==> src/rtl/mutative_flush_engine_pkg.sv <==
// Shared parameters, FSM state encoding and helpers for the mutative cache flush engine.
package mutative_types;

    localparam int unsigned WAYS        = 4;
    localparam int unsigned SET_BITS    = 4;
    localparam int unsigned TAG_BITS    = 23;
    localparam int unsigned OFFSET_BITS = 5;
    localparam int unsigned LINE_BITS   = 256;
    localparam int unsigned LEVELS      = 4;

    typedef enum logic [2:0] {
        IDLE,
        READ,
        CHECK,
        WRITE,
        DONE
    } mutative_flush_state_t;

    // Writeback counter stops at all-ones instead of wrapping.
    function automatic logic [15:0] sat_inc16(input logic [15:0] v);
        return (v == 16'hFFFF) ? v : v + 16'd1;
    endfunction

endpackage

==> src/rtl/mutative_prio_enc.sv <==
// Lowest-index priority encoder: reports whether any bit is set and the index of the lowest one.
module mutative_prio_enc #(
    parameter int unsigned WAYS = 4
) (
    input  logic [WAYS-1:0]         i_vec,
    output logic                    o_found,
    output logic [$clog2(WAYS)-1:0] o_idx
);

    localparam int unsigned IDX_W = $clog2(WAYS);

    // Scan from the top down so the last hit written is the lowest index.
    always_comb begin
        o_found = |i_vec;
        o_idx   = '0;
        for (int i = WAYS - 1; i >= 0; i--) begin
            if (i_vec[i]) begin
                o_idx = IDX_W'(i);
            end
        end
    end

endmodule

==> src/rtl/mutative_flush_engine.sv <==
// Associativity-level reconfiguration controller: applies upgrades at once and sweeps/writes back
// dirty lines before a downgrade takes effect, stalling the cache datapath while it sweeps.
module mutative_flush_engine #(
    parameter int unsigned WAYS        = mutative_types::WAYS,
    parameter int unsigned SET_BITS    = mutative_types::SET_BITS,
    parameter int unsigned TAG_BITS    = mutative_types::TAG_BITS,
    parameter int unsigned OFFSET_BITS = mutative_types::OFFSET_BITS,
    parameter int unsigned LINE_BITS   = mutative_types::LINE_BITS,
    parameter int unsigned LEVELS      = mutative_types::LEVELS
) (
    input  logic                        clk,
    input  logic                        rst,
    input  logic                        req_valid,
    output logic                        req_ready,
    input  logic                        req_up,
    output logic [$clog2(LEVELS)-1:0]   level,
    output logic                        busy,
    output logic [WAYS-1:0]             arr_csb,
    output logic [SET_BITS-1:0]         arr_set,
    input  logic [WAYS-1:0]             rd_valid,
    input  logic [WAYS-1:0]             rd_dirty,
    input  logic [WAYS*TAG_BITS-1:0]    rd_tag,
    input  logic [WAYS*LINE_BITS-1:0]   rd_data,
    output logic [WAYS-1:0]             dirty_clr,
    output logic                        dfp_write,
    output logic [31:0]                 dfp_addr,
    output logic [LINE_BITS-1:0]        dfp_wdata,
    input  logic                        dfp_resp,
    output logic [15:0]                 wb_count
);

    localparam int unsigned LVL_W = $clog2(LEVELS);
    localparam int unsigned IDX_W = $clog2(WAYS);
    localparam logic [LVL_W-1:0] LVL_MAX = LVL_W'(LEVELS - 1);

    mutative_types::mutative_flush_state_t r_state;
    mutative_types::mutative_flush_state_t w_next;

    logic [LVL_W-1:0]     r_level;
    logic [SET_BITS-1:0]  r_set_ctr;
    logic [WAYS-1:0]      r_pending;
    logic [15:0]          r_wb_count;
    logic [TAG_BITS-1:0]  r_snap_tag  [WAYS];
    logic [LINE_BITS-1:0] r_snap_data [WAYS];

    logic                 w_accept;
    logic                 w_sweep_start;
    logic [WAYS-1:0]      w_chk_pending;
    logic                 w_found;
    logic [IDX_W-1:0]     w_way;
    logic [WAYS-1:0]      w_pend_left;
    logic                 w_last_set;
    logic                 w_wb_ack;
    logic                 w_wr_last;

    assign w_accept      = req_valid && (r_state == mutative_types::IDLE);
    assign w_sweep_start = w_accept && !req_up && (r_level != '0);
    assign w_chk_pending = rd_valid & rd_dirty;
    assign w_pend_left   = r_pending & ~(WAYS'(1) << w_way);
    assign w_last_set    = &r_set_ctr;
    assign w_wb_ack      = dfp_resp && w_found;
    // Leave WRITE once the final pending way is acknowledged (or if nothing is pending at all).
    assign w_wr_last     = w_found ? (w_wb_ack && (w_pend_left == '0)) : 1'b1;

    mutative_prio_enc #(
        .WAYS (WAYS)
    ) u_prio_enc (
        .i_vec   (r_pending),
        .o_found (w_found),
        .o_idx   (w_way)
    );

    // State register.
    always_ff @(posedge clk) begin
        if (rst) begin
            r_state <= mutative_types::IDLE;
        end else begin
            r_state <= w_next;
        end
    end

    // Next-state logic.
    always_comb begin
        w_next = r_state;
        case (r_state)
            mutative_types::IDLE: begin
                if (w_sweep_start) begin
                    w_next = mutative_types::READ;
                end
            end
            mutative_types::READ: begin
                w_next = mutative_types::CHECK;
            end
            mutative_types::CHECK: begin
                if (w_chk_pending != '0) begin
                    w_next = mutative_types::WRITE;
                end else if (w_last_set) begin
                    w_next = mutative_types::DONE;
                end else begin
                    w_next = mutative_types::READ;
                end
            end
            mutative_types::WRITE: begin
                if (w_wr_last) begin
                    w_next = w_last_set ? mutative_types::DONE : mutative_types::READ;
                end
            end
            mutative_types::DONE: begin
                w_next = mutative_types::IDLE;
            end
            default: begin
                w_next = mutative_types::IDLE;
            end
        endcase
    end

    // Output decode.
    always_comb begin
        req_ready = 1'b0;
        busy      = 1'b1;
        arr_csb   = '1;
        arr_set   = r_set_ctr;
        dirty_clr = '0;
        dfp_write = 1'b0;
        dfp_addr  = '0;
        dfp_wdata = '0;
        case (r_state)
            mutative_types::IDLE: begin
                req_ready = 1'b1;
                busy      = 1'b0;
                arr_set   = '0;
            end
            mutative_types::READ: begin
                arr_csb = '0;
            end
            mutative_types::WRITE: begin
                dfp_write = w_found;
                if (w_found) begin
                    dfp_addr  = 32'({r_snap_tag[w_way], r_set_ctr, OFFSET_BITS'(0)});
                    dfp_wdata = r_snap_data[w_way];
                end
                if (w_wb_ack) begin
                    dirty_clr = WAYS'(1) << w_way;
                end
            end
            default: begin
            end
        endcase
    end

    // Level, sweep counter, pending mask and writeback count.
    always_ff @(posedge clk) begin
        if (rst) begin
            r_level    <= '0;
            r_set_ctr  <= '0;
            r_pending  <= '0;
            r_wb_count <= '0;
        end else begin
            case (r_state)
                mutative_types::IDLE: begin
                    if (w_accept && req_up && (r_level != LVL_MAX)) begin
                        r_level <= r_level + LVL_W'(1);
                    end
                    if (w_sweep_start) begin
                        r_set_ctr  <= '0;
                        r_wb_count <= '0;
                    end
                end
                mutative_types::CHECK: begin
                    r_pending <= w_chk_pending;
                    if ((w_chk_pending == '0) && !w_last_set) begin
                        r_set_ctr <= r_set_ctr + SET_BITS'(1);
                    end
                end
                mutative_types::WRITE: begin
                    if (w_wb_ack) begin
                        r_pending  <= w_pend_left;
                        r_wb_count <= mutative_types::sat_inc16(r_wb_count);
                    end
                    if (w_wr_last && !w_last_set) begin
                        r_set_ctr <= r_set_ctr + SET_BITS'(1);
                    end
                end
                mutative_types::DONE: begin
                    r_level <= r_level - LVL_W'(1);
                end
                default: begin
                end
            endcase
        end
    end

    // Snapshot of the swept set; the cache is stalled so the array read data is stable here.
    always_ff @(posedge clk) begin
        if (r_state == mutative_types::CHECK) begin
            for (int i = 0; i < WAYS; i++) begin
                r_snap_tag[i]  <= rd_tag[i*TAG_BITS +: TAG_BITS];
                r_snap_data[i] <= rd_data[i*LINE_BITS +: LINE_BITS];
            end
        end
    end

    assign level    = r_level;
    assign wb_count = r_wb_count;

endmodule

==> config.mk <==
export PLATFORM = sky130hd
export DESIGN_NAME = mutative_flush_engine
export DESIGN_NICKNAME = d
export VERILOG_FILES = /design/src/rtl/mutative_flush_engine_pkg.sv /design/src/rtl/mutative_prio_enc.sv /design/src/rtl/mutative_flush_engine.sv
export SDC_FILE = /design/constraint.sdc
export NUM_CORES = 1
export LEC_CHECK = 0
export ABC_AREA = 1
export CORE_AREA = 2 2 560 562
export CTS_CLUSTER_DIAMETER = 80
export DETAILED_ROUTE_END_ITERATION = 12
export DIE_AREA = 0 0 562 564
export PLACE_DENSITY = 0.35
export SYNTH_ARGS = -nofsm -noshare
export SYNTH_HDL_FRONTEND = slang
export SYNTH_SLANG_ARGS = --single-unit
export TNS_END_PERCENT = 5
==> constraint.sdc <==
create_clock -name clk -period 77.9 [get_ports clk]
set_input_delay 11.685 -clock clk [delete_from_list [all_inputs] [get_ports clk]]
set_output_delay 11.685 -clock clk [all_outputs]
set_load 0.05 [all_outputs]
---- Word level (Yosys, flattened, before mapping) ----
Memories as Yosys holds them, arrays and structs flattened.
Index checks and enable logic that the tools add are counted.
word-level totals
  output and inout port bits .............. 321
  word-level logic and storage cells ...... 90
  register bits after elaboration ......... 29
  input port bits ......................... 1129
  memory bits (writable) .................. 1116
  memories kept ........................... 2
memory list
  memory       depth  bits a word  read ports  clocked after Yosys merged registers in  wr ports  line                         RTL
  r_snap_data  4      256          1           0                                        4         mutative_flush_engine.sv:44  logic [LINE_BITS-1:0] r_snap_data [WAYS];
  r_snap_tag   4      23           1           0                                        4         mutative_flush_engine.sv:43  logic [TAG_BITS-1:0] r_snap_tag [WAYS];
operators by class
  multiplexer cells ....................... 35
  shifts and indexed selects .............. 1
  bitwise logic cells ..................... 3
  add/subtract/negate cells ............... 4
  equality and inequality tests ........... 13
  reduce and logical (&&, ||, !) cells .... 27
operators by type and width
  kind                                                             number
  256-bit two-way mux                                              2
  32-bit two-way mux                                               2
  16-bit two-way mux                                               3
  4-bit two-way mux                                                8
  16-bit one-hot mux with 2 select lines                           1
  16-bit by 1-bit adder with 16-bit output, second input constant  1
  16-bit == test, second input constant                            1
  2-bit inequality test, second input constant                     7
  3-bit two-way mux                                                4
  3-bit one-hot mux with 4 select lines                            1
  4-bit one-hot mux with 3 select lines                            1
  4-bit AND reduction                                              3
  2-bit two-way mux                                                5
  1-bit logical AND                                                9
  4-bit AND                                                        2
  4-bit zero test                                                  2
  4-bit one-hot mux with 2 select lines                            1
  2-bit nonzero test                                               4
  3-bit by 2-bit == test with 1-bit output, second input constant  2
  1-bit two-way mux                                                6
  2-bit AND reduction                                              3
  4-bit by 1-bit adder with 4-bit output, second input constant    1
  4-bit NOT                                                        1
  2-bit one-hot mux with 2 select lines                            1
  11 further kinds                                                 12

---- Logic depth before layout (Yosys ltp) ----
  word-level depth ........................ 13
  gate-level depth with buffers ........... 11
  mapped depth without buffers ............ 11

---- Modules after synthesis ----
A second synthesis with hierarchy kept.
unflattened totals
  cell total of the unflattened synthesis .. 2767
  area total of the unflattened synthesis .. 42743.5 sq um
by module, submodules not included
  module                 cells an instance  area an instance (sq um)  times used  sequential area each (sq um)
  mutative_flush_engine  2758               42697.2                   1           34092.7
  mutative_prio_enc      9                  46.3                      1           0.0

---- Worst setup path after synthesis ----
OpenSTA, ideal clock, no wires.
  path kind ............................... reg-to-reg
  from .................................... register r_state[2]
  to ...................................... register r_set_ctr[1]
  path slack .............................. 22584 ps
  setup time .............................. 118 ps
  cell stages (with the launch flop) ...... 9
  period minus slack after synthesis ...... 55316 ps
  required time ........................... 77782 ps
  data arrival time ....................... 55198 ps
  buffers on the path ..................... 0
  path through ............................ dfxtp_1 > inv_2 > nand2_1 > nor2_1 > nand2_1 > nand3_1 > nand2_1 > nand2_1 > nor2_1
on the way
  cells in the longest elaborated chain, start to end .. 6
  elaborated cells between the ends (all ways) .. 12
  classes of those cells .................. eq/ne: 5; mux: 1; reduce/logical: 6
RTL lines
  element                          line                                                       RTL
  from (decl)                      mutative_flush_engine.sv:36                                mutative_types::mutative_flush_state_t r_state;
  from (signal assigned)           mutative_flush_engine.sv:76                                r_state <= mutative_types::IDLE;
  from (signal assigned)           mutative_flush_engine.sv:78                                r_state <= w_next;
  3-bit zero test                  mutative_flush_engine.sv:56, mutative_flush_engine.sv:159
  1-bit logical AND                mutative_flush_engine.sv:56                                assign w_accept = req_valid && (r_state == mutative_types::IDLE);
  1-bit logical AND (2 in a row)   mutative_flush_engine.sv:57                                assign w_sweep_start = w_accept && !req_up && (r_level != '0);
  2-bit inequality test (no line)  n/a
  4-bit AND reduction (no line)    n/a
  to (signal assigned)             mutative_flush_engine.sv:172                               r_set_ctr <= r_set_ctr + SET_BITS'(1);
  to (signal assigned)             mutative_flush_engine.sv:181                               r_set_ctr <= r_set_ctr + SET_BITS'(1);
  to (decl)                        mutative_flush_engine.sv:40                                logic [SET_BITS-1:0] r_set_ctr;
Parallel ways exist; a longest one is shown, timed or not.
A chain may end at the register's enable or synchronous reset.

---- Worst setup path after layout ----
  from .................................... input port dfp_resp
  to ...................................... output port dirty_clr[2]
on the way
  cells in the longest elaborated chain, start to end .. 3
RTL lines
  element            line                          RTL
  from (decl)        mutative_flush_engine.sv:28   input logic dfp_resp,
  1-bit logical AND  mutative_flush_engine.sv:61   assign w_wb_ack = dfp_resp && w_found;
  4-bit two-way mux  mutative_flush_engine.sv:142  if (w_wb_ack) begin
  4-bit two-way mux  mutative_flush_engine.sv:127  case (r_state)
  to (decl)          mutative_flush_engine.sv:24   output logic [WAYS-1:0] dirty_clr,
Every way passes these cells.

==> impl_results.html <==
<table>
<tr><th>Metric</th><th>Value</th></tr>
<tr><th colspan="2">GRT</th></tr>
<tr><td>Pin count of the biggest net entering global routing</td><td>145</td></tr>
<tr><td>Global-route wire length before repair</td><td>312000 µm</td></tr>
<tr><td>Antenna violations before repair</td><td>137</td></tr>
<tr><td>Global routing usage summed across all routing layers</td><td>14.1%</td></tr>
<tr><td>Total grt overflow</td><td>0</td></tr>
<tr><td>Number of global-route vias before repair</td><td>36077</td></tr>
<tr><th colspan="2">Power</th></tr>
<tr><td>Worst supply voltage drop on vdd</td><td>0.0000128 V</td></tr>
<tr><td>Combinational Power Share</td><td>13.7%</td></tr>
<tr><td>Total design power</td><td>1650 µW</td></tr>
<tr><td>Pwr/cell area</td><td>23.9 nW/µm²</td></tr>
<tr><td>Part of the total power dissipated in the clock network</td><td>41.3%</td></tr>
<tr><td>Internal cell power</td><td>1210 µW</td></tr>
<tr><td>Power dissipated by switching net loads</td><td>447 µW</td></tr>
<tr><td>Share of total power consumed by net switching</td><td>27.0%</td></tr>
<tr><td>Part of the total power dissipated in sequential elements</td><td>45.0%</td></tr>
<tr><td>Leakage dissipation</td><td>0.0242 µW</td></tr>
<tr><th colspan="2">Placed design</th></tr>
<tr><td>Post-place instance area</td><td>64400 µm²</td></tr>
<tr><td>Weighted congestion reported at the end of routability-driven placement</td><td>0.849</td></tr>
<tr><td>Detailed-placement wirelength estimate</td><td>176000 µm</td></tr>
<tr><td>Total of buffers placed on input and output ports</td><td>1444</td></tr>
<tr><td>Setup Slack @ Placement</td><td>52310 ps</td></tr>
<tr><th colspan="2">Critical path</th></tr>
<tr><td>Minimum setup slack among reg-to-reg paths</td><td>71160 ps</td></tr>
<tr><td>Type of destination of the critical path</td><td>primary output</td></tr>
<tr><td>Crit path max fanout</td><td>4</td></tr>
<tr><td>Logic depth of the worst register-to-register path</td><td>9</td></tr>
<tr><td>Type of the setup path with the least slack</td><td>in2out</td></tr>
<tr><td>Reg2reg start</td><td>r_state[1]</td></tr>
<tr><td>Crit Reg-Reg Endpoint</td><td>r_snap_data[2][151]</td></tr>
<tr><td>Element type at the critical path start</td><td>input pin</td></tr>
<tr><td>Required time reported for the critical path endpoint</td><td>66210 ps</td></tr>
<tr><td>Critical path data arrival time</td><td>13850 ps</td></tr>
<tr><th colspan="2">STA</th></tr>
<tr><td>Maximum operating frequency</td><td>39.2 MHz</td></tr>
<tr><td>Final setup violation count</td><td>0</td></tr>
<tr><td>Max-slew headroom</td><td>29.8%</td></tr>
<tr><td>Setup TNS</td><td>0 ps</td></tr>
<tr><td>Final clock period utilization by the worst path</td><td>32.8%</td></tr>
<tr><td>Fin crit period</td><td>25540 ps</td></tr>
<tr><td>Clock skew</td><td>60.2 ps</td></tr>
<tr><td>Max-slew violation count</td><td>0</td></tr>
<tr><td>Least-Margin Pin Slew</td><td>1050 ps</td></tr>
<tr><td>Hold violation count in the final report</td><td>0</td></tr>
<tr><td>Final setup slack of the worst path</td><td>52360 ps</td></tr>
<tr><td>Setup repair after global routing missed its margin</td><td>no</td></tr>
<tr><th colspan="2">Final layout</th></tr>
<tr><td>Leading cell type in the layout, fill and taps excluded</td><td>clkdlybuf4s50_1</td></tr>
<tr><td>Layout overhead on the synthesized area</td><td>52.9%</td></tr>
<tr><td>Layout net count</td><td>6192</td></tr>
<tr><td>Filler cell count</td><td>33576</td></tr>
<tr><td>Final Instance Area</td><td>69200 µm²</td></tr>
<tr><td>Commonest cells after routing, fill and taps aside</td><td>clkdlybuf4s50_1 (1444), edfxtp_1 (1116), nand2_1 (947)</td></tr>
<tr><td>Utilization after layout</td><td>22.3%</td></tr>
<tr><td>Share of post-route cells with drive strength above 1</td><td>5.45%</td></tr>
<tr><th colspan="2">Die</th></tr>
<tr><td>Die span in y</td><td>564 µm</td></tr>
<tr><td>Number of rows in the core area</td><td>205</td></tr>
<tr><td>Die footprint</td><td>317000 µm²</td></tr>
<tr><td>Initial Utilization</td><td>14.6%</td></tr>
<tr><td>Area inside the core boundary</td><td>311000 µm²</td></tr>
<tr><td>Total I/O pin count</td><td>1450</td></tr>
<tr><td>Die Wd</td><td>562 µm</td></tr>
<tr><th colspan="2">Logic synthesis</th></tr>
<tr><td>Synth warnings</td><td>0</td></tr>
<tr><td>Most instantiated flip-flop cell in the synthesis netlist</td><td>edfxtp_1</td></tr>
<tr><td>Register area share after synthesis</td><td>75.3%</td></tr>
<tr><td>Avg Inst Size Synth</td><td>12.5 µm²</td></tr>
<tr><td>Number of synthesized flops with an enable pin</td><td>1116</td></tr>
<tr><td>Area of the mapped netlist</td><td>45300 µm²</td></tr>
<tr><td>Number of synthesized register bits</td><td>1145</td></tr>
<tr><td>Gate count after technology mapping</td><td>3630</td></tr>
<tr><td>Proportion of register bits with asynchronous set or reset after synthesis</td><td>0%</td></tr>
<tr><td>Library cells used by synthesis</td><td>36</td></tr>
<tr><th colspan="2">Detailed routing</th></tr>
<tr><td>Final Routed Wirelength</td><td>234000 µm</td></tr>
<tr><td>Number of antenna-violating nets in the routed design</td><td>0</td></tr>
<tr><td>Number of DRC violations after detailed-routing iteration 0</td><td>2404</td></tr>
<tr><td>Drt pass-1 iters</td><td>5</td></tr>
<tr><td>Number of vias per cell after detailed routing</td><td>3.78</td></tr>
<tr><td>Routed WL per cell</td><td>25.0 µm</td></tr>
<tr><td>Vias post-DR</td><td>35369</td></tr>
<tr><td>DRC Markers</td><td>0</td></tr>
<tr><th colspan="2">Clocking</th></tr>
<tr><td>CTS hold repair buffers</td><td>0</td></tr>
<tr><td>Clock latency reported for the late side of the worst-skew pair</td><td>820 ps</td></tr>
<tr><td>Reg clk slew, reported paths</td><td>60 ps</td></tr>
<tr><td>TritonCTS clock tree</td><td>done</td></tr>
<tr><td>H-Tree Depth</td><td>4</td></tr>
<tr><td>Post-CTS setup buffer count</td><td>0</td></tr>
<tr><td>Post-CTS Resized</td><td>0</td></tr>
<tr><td>Cell at the root of the clock tree</td><td>clkbuf_16</td></tr>
<tr><td>Maximum clock insertion buffer count</td><td>4</td></tr>
<tr><td>Num Clock Sinks</td><td>1145</td></tr>
<tr><td>Total clock buffers created by CTS</td><td>155</td></tr>
<tr><th colspan="2">Job</th></tr>
<tr><td>Number of max-cap violations</td><td>0</td></tr>
<tr><th colspan="2">Hold path</th></tr>
<tr><td>Worst hold path cell count</td><td>1</td></tr>
<tr><td>Min-delay src</td><td>r_state[2]</td></tr>
<tr><td>Class of the worst hold path</td><td>reg2reg</td></tr>
<tr><td>Hold Path Sink</td><td>r_state[2]</td></tr>
<tr><th colspan="2">Status</th></tr>
<tr><td>Outcome</td><td>finished clean</td></tr>
</table>
layout make-up:
type	count	area [µm²]	share of cell area, %
clock inverter	71	582	0.840
clock buffer	203	4160	6.02
sequential	1145	34100	49.3
timing repair buffer	1498	14900	21.6
inverter	317	1200	1.73
multi-input combinational	1944	8960	12.9
tap	4140	5180	7.48
antenna	43	108	0.155
metal layers:
metal  vias up  track usage, %  share of wire, %
met2      1515            24.0                48
li1      15803               -                 -
met3       381            5.69                10
met1     17568            16.4                39
met5         -               0              0.30
met4       102            3.64               2.4
power groups by stage:
stage | sequential, µW | combinational, µW | clock [µW]
finish | 744 | 227 | 683
global route | 747 | 249 | 731
CTS | 745 | 234 | 712
detailed placement | 757 | 233 | 0
global placement | 757 | 234 | 0
floorplan | 845 | 109 | 0
cells by family after synthesis:
logic type	synth area share (%)
adder cells (fa/ha/maj)	0.0553
AND/OR/NAND/NOR	19.0
other	0.00829
AO/OA/AOI/OAI	0.564
buffers and inverters	4.96
flip-flops	75.3
XOR/XNOR	0.0387
metrics by stage:
step	hold WS [ps]	cells
6_report	448	9361
5_1_grt	489	9327
3_5_place_dp	443	9044
2_1_floorplan	419	3634
4_1_cts	450	9318
3_3_place_gp	430	9044
critical path, stage by stage:
cell             delay [ps]
clkdlybuf4s50_1         510
nand2_1                 180
nor4_1                  540
clkdlybuf4s50_1         930
synthesized netlist by cell type (2+ instances only):
| cell | count | area, µm² |
|---|---|---|
| nand3_1 | 582 | 2910 |
| a21oi_1 | 24 | 120 |
| dfxtp_1 | 29 | 581 |
| buf_1 | 25 | 93.8 |
| nand4_1 | 288 | 1800 |
| buf_2 | 56 | 280 |
| nor2_4 | 3 | 33.8 |
| nor2_1 | 54 | 203 |
| nand2_2 | 4 | 25.0 |
| buf_6 | 2 | 22.5 |
| edfxtp_1 | 1116 | 33500 |
| clkbuf_1 | 114 | 428 |
| inv_2 | 5 | 18.8 |
| nor3_1 | 5 | 25.0 |
| nand2_1 | 947 | 3550 |
| o21bai_1 | 6 | 45.0 |
| o21ai_0 | 6 | 30.0 |
| nor3b_1 | 2 | 15.0 |
| inv_1 | 312 | 1170 |
| nor2_2 | 2 | 12.5 |
| ha_1 | 2 | 25.0 |
| buf_4 | 31 | 233 |
| a31oi_1 | 2 | 12.5 |
flip-flops by register name (all words and copies together), names as in the netlist:
signal,count
r_state,3
r_snap_data,1024
r_set_ctr,4
wb_count,16
r_pending,4
level,2
r_snap_tag,92
how the worst max path moves through the flow:
| stage | start | endpoint | slack [ps] | cells after the start |
|---|---|---|---|---|
| floorplan | r_state[2] | r_set_ctr[1] | 22580 | 8 |
| detailed placement | dfp_resp | dirty_clr[2] | 52310 | 4 |
| global placement | dfp_resp | dirty_clr[2] | 52370 | 4 |
| global route | dfp_resp | dirty_clr[2] | 52310 | 4 |
| finish | dfp_resp | dirty_clr[2] | 52360 | 4 |
| CTS | dfp_resp | dirty_clr[2] | 52290 | 4 |
Note: power is estimated with default switching activity, not from simulation.
